$ cat config.mk
export PLATFORM = sky130hd
export DESIGN_NAME = fifo_uart_tx
export DESIGN_NICKNAME = d
export VERILOG_FILES = /design/src/rtl/fifo_uart_tx.sv
export SDC_FILE = /design/constraint.sdc
export NUM_CORES = 1
export LEC_CHECK = 0
export ABC_AREA = 0
export ABC_CLOCK_PERIOD_IN_PS = 4900
export BUFFER_PORTS_ARGS = -buffer_cell sky130_fd_sc_hd__clkbuf_2
export CELL_PAD_IN_SITES_DETAIL_PLACEMENT = 0
export CELL_PAD_IN_SITES_GLOBAL_PLACEMENT = 2
export CORE_UTILIZATION = 40
export DETAILED_ROUTE_END_ITERATION = 8
export PLACE_DENSITY = 0.85
export SLEW_MARGIN = 30
export SYNTH_ARGS = -nofsm -noshare
export SYNTH_HDL_FRONTEND = slang
export SYNTH_SLANG_ARGS = --single-unit
$ cat constraint.sdc
create_clock -name clk -period 4.9 [get_ports clk]
set_input_delay 0.735 -clock clk [delete_from_list [all_inputs] [get_ports clk]]
set_output_delay 0.735 -clock clk [all_outputs]
set_load 0.005 [all_outputs]
$ cat src/rtl/fifo_uart_tx.sv
// UART transmitter that drains a synchronous FIFO one byte at a time.
// Frame: start bit, 8 data bits LSB first, optional parity, one stop bit.
module fifo_uart_tx #(
  parameter int CLKS_PER_BIT = 868,
  parameter bit PARITY_EN    = 1'b0,
  parameter bit PARITY_ODD   = 1'b0
) (
  input  logic       clk,
  input  logic       rst_n,
  input  logic       fifo_empty_i,
  input  logic [7:0] fifo_data_i,
  output logic       fifo_rd_en_o,
  output logic       tx_o,
  output logic       busy_o,
  output logic       tx_done_o
);

  localparam int CW = $clog2(CLKS_PER_BIT);

  typedef enum logic [2:0] {
    IDLE,
    FETCH,
    LOAD,
    START,
    DATA,
    PARITY,
    STOP
  } state_t;

  state_t        state_q, state_d;
  logic [CW-1:0] cnt_q, cnt_d;
  logic [2:0]    bit_q, bit_d;
  logic [7:0]    shift_q, shift_d;
  logic          parity_q, parity_d;
  logic          tx_q, tx_d;
  logic          bit_end;

  assign bit_end = (cnt_q == CW'(CLKS_PER_BIT - 1));

  always_ff @(posedge clk or negedge rst_n) begin
    if (!rst_n) begin
      state_q  <= IDLE;
      cnt_q    <= '0;
      bit_q    <= '0;
      shift_q  <= '0;
      parity_q <= 1'b0;
      tx_q     <= 1'b1;
    end else begin
      state_q  <= state_d;
      cnt_q    <= cnt_d;
      bit_q    <= bit_d;
      shift_q  <= shift_d;
      parity_q <= parity_d;
      tx_q     <= tx_d;
    end
  end

  always_comb begin
    state_d  = state_q;
    cnt_d    = cnt_q;
    bit_d    = bit_q;
    shift_d  = shift_q;
    parity_d = parity_q;

    case (state_q)
      IDLE: begin
        if (!fifo_empty_i) state_d = FETCH;
      end
      FETCH: begin
        state_d = LOAD;
      end
      LOAD: begin
        // Read data is valid here, one cycle after the FETCH strobe.
        shift_d  = fifo_data_i;
        parity_d = (^fifo_data_i) ^ PARITY_ODD;
        cnt_d    = '0;
        bit_d    = '0;
        state_d  = START;
      end
      START, DATA, PARITY, STOP: begin
        cnt_d = bit_end ? '0 : cnt_q + 1'b1;
        if (bit_end) begin
          case (state_q)
            START:  state_d = DATA;
            DATA: begin
              shift_d = shift_q >> 1;
              bit_d   = bit_q + 3'd1;
              if (bit_q == 3'd7) state_d = PARITY_EN ? PARITY : STOP;
            end
            PARITY: state_d = STOP;
            default: state_d = fifo_empty_i ? IDLE : FETCH;
          endcase
        end
      end
      default: state_d = IDLE;
    endcase
  end

  // Line level is registered from the next state so it switches exactly at bit boundaries.
  always_comb begin
    tx_d = 1'b1;
    case (state_d)
      START:   tx_d = 1'b0;
      DATA:    tx_d = shift_d[0];
      PARITY:  tx_d = parity_d;
      default: tx_d = 1'b1;
    endcase
  end

  assign fifo_rd_en_o = (state_q == FETCH);
  assign busy_o       = (state_q != IDLE);
  assign tx_done_o    = (state_q == STOP) && bit_end;
  assign tx_o         = tx_q;

endmodule

==> qor.txt <==
Status: finished clean
Synthesized instance count: 150
Fmax: 0.3295 GHz
CTS tree: built
Clk sink count: 26
Worst-Skew Late Latency: 0.27 ns
Clk buf depth: 2
Fin Setup TNS: 0 ns
Skew final: 0.004490 ns
Global-route wire length before repair: 5.140 mm
Placed Cells: 202
Initial antenna violation count: 0
Routed WL: 2.990 mm
P per Cell Area: 264.3 mW/mm2
Post-CTS Setup Inserts: 0
Finished Cell Area: 0.001654 mm2
Place WS: 2.184 ns
Post-synthesis mux area share: 1.419%
First drt pass iteration count: 4
IO Pins: 15
Antenna cells: 0
Post-Synth Adder-Cell Area: 2.504%
Final Hold Fails: 0
Layout Area Growth over Synthesis: 10.35%
Placer congestion estimate: 0.7326
Die height: 63.22 um
Synth top area share: 41.74%
Synth top cells by count: dfrtp_1, o21ai_0, a22o_1
Largest family of logic cells by synthesized area: compound AO/OA/AOI/OAI gates
Synth Flop Type: dfrtp_1
Layout cell share with drive strength beyond 1: 17.50%
Slew Limit Fails: 0
WP data arrival: 2.30 ns
Seq/Total Area, Yosys: 43.49%
Max Cap Viol: 0
Total track usage: 16.22%
Worst VDD drop: 126.1 uV
Reg clk slew, reported paths: 0.09 ns
Worst EP required: 4.16 ns
DRC: 0
CP Max Fanout: 13
Initial detailed-routing violation count: 81
Leakage Power: 0.7709 nW
Synth top area cells: dfrtp_1, a22o_1, a21o_1, o21ai_0, xnor2_1
Hpwl dp: 2.066 mm
Synthesized area per cell: 9.993 um2
Post-cts sizing count: 0
Slew margin rel.: 40.09%
#FFs+latches synth: 26
Final Setup Violations: 0
Vias post-DR: 1,206
Clock root buffer: clkbuf_8
Nets: 175
Hold WC Path Type: input pin to asynchronous set/reset pin
DIE WIDTH: 63.22 um
Most common cell in the synthesized netlist: dfrtp_1
Core area: 0.003468 mm2
XOR/XNOR share of the synthesized area: 4.674%
Non-Filler Instances: 206
Number of routed nets with antenna violations: 0
Simple-Gate Fraction of Synth Area: 19.78%
RR Startpoint: cnt_q[0]
Die Area: 0.003996 mm2
CTS hold repair buffers: 0
Synth Warn #: 0
Post-Synthesis Cell Area: 0.001499 mm2
Initial Util: 43.22%
Remaining Overflow, GRT: 0
Min Tclk post-route: 3.035 ns
Worst Setup SP: cnt_q[0]
Vias in the first global route: 1,053
Via-per-instance ratio: 5.854
Post-DR wirelength/cell: 14.51 um
Post-synthesis cell type count: 45
Row count: 21
Setup WS post-layout: 1.865 ns
Unrepaired setup endpoints after global routing: false
CP Launch Type: flop
Largest area contributor in the netlist: dfrtp_1
Post-synth ARST share: 100.0%
Worst setup EP type: output port
Syn nets: 164
I/O Buffers: 14
Final worst path period share: 61.94%
Compound-Gate Fraction of Synth Area: 24.96%
Setup CP Type: flop to output port
Number of synthesized flops with an enable pin: 0
Worst-Margin Slew: 0.8918 ns
Num CTS Buffers: 3
H-tree Lvls: 1
Largest net degree at the start of global routing: 27
Post-DP Area: 0.001583 mm2
Hold WS: 0.4641 ns
[path summary, 6_finish.rpt]
| kind | slack (ns) | endpoint | depth (start not counted) |
|---|---|---|---|
| worst max register to register | 2.34 | cnt_q[3] | 6 |
| worst min register to register | 0.49 | shift_q[2] | 1 |
| worst min-delay path | 0.46 | state_q[2] | 1 |
| min in group clk | 0.49 | shift_q[2] | 1 |
| worst max-delay path | 1.86 | tx_done_o | 5 |
| max in group asynchronous | 4.02 | cnt_q[4] | 1 |
[critical path, stage by stage (launching register included)]
cell,delay (ns)
dfrtp_1,0.41
ha_1,0.24
nand4b_1,0.29
nor3_2,0.72
and3_1,0.26
clkbuf_2,0.11
[layer usage]
| layer | track usage (%) | vias up | wire, um |
|---|---|---|---|
| met1 | 24.00 | 591 | 1511 |
| met5 | 0 | - | 0 |
| met4 | 5.114 | 0 | 40 |
| li1 | - | 583 | - |
| met3 | 2.717 | 4 | 108 |
| met2 | 23.92 | 28 | 1328 |
[stage by stage]
stage	power, mW	util (%)
global placement	0.2627	45.63
finish	0.4371	47.69
CTS	0.4453	47.69
floorplan	0.2500	-
global route	0.4591	47.69
detailed placement	0.2634	45.63
[report_power, final]
group          internal [mW]  switching (mW)
registers              0.221         0.00294
logic                 0.0175          0.0172
clock network          0.109          0.0690
[kinds of logic (layout without fill, tap and decap cells)]
kind of cell | Yosys count | count (layout)
xor+xnor | 8 | 8
simple gates | 50 | 50
compound gates | 52 | 52
fa+ha+maj | 3 | 3
mux | 2 | 2
buf+inv | 9 | 19
flops | 26 | 26
[registers in the layout (all words and copies together), names as in the netlist]
register / cells
cnt_q: 10
shift_q: 8
bit_q: 3
state_q: 3
parity_q: 1
tx_o: 1
[area by class of cell]
cell class | count | area (um2)
fill | 337 | 1814
multi-input combinational | 115 | 799.5
sequential | 26 | 651.9
timing repair buffer | 14 | 70.07
tap | 46 | 57.56
clock buffer | 3 | 41.29
clock inverter | 1 | 30.03
inverter | 1 | 3.754
[placed cells by master (no fill, tap or decap), types with 2 or more instances in the layout]
master,Yosys,layout
dfrtp_1,25,25
o21ai_0,14,14
clkbuf_2,0,14
a22o_1,11,11
nand2_1,10,10
a21o_1,10,10
nor2_1,7,7
xnor2_1,6,6
nand3_1,5,5
nor3_1,4,4
and3_1,4,4
or3_1,3,3
nand2b_1,3,3
a21oi_1,3,3
ha_1,3,3
clkbuf_8,0,3
or3b_2,2,2
a211oi_1,2,2
a211o_1,2,2
xor2_1,2,2
or2_2,2,2
a311oi_1,2,2
Power figures use the tool's default switching activity.
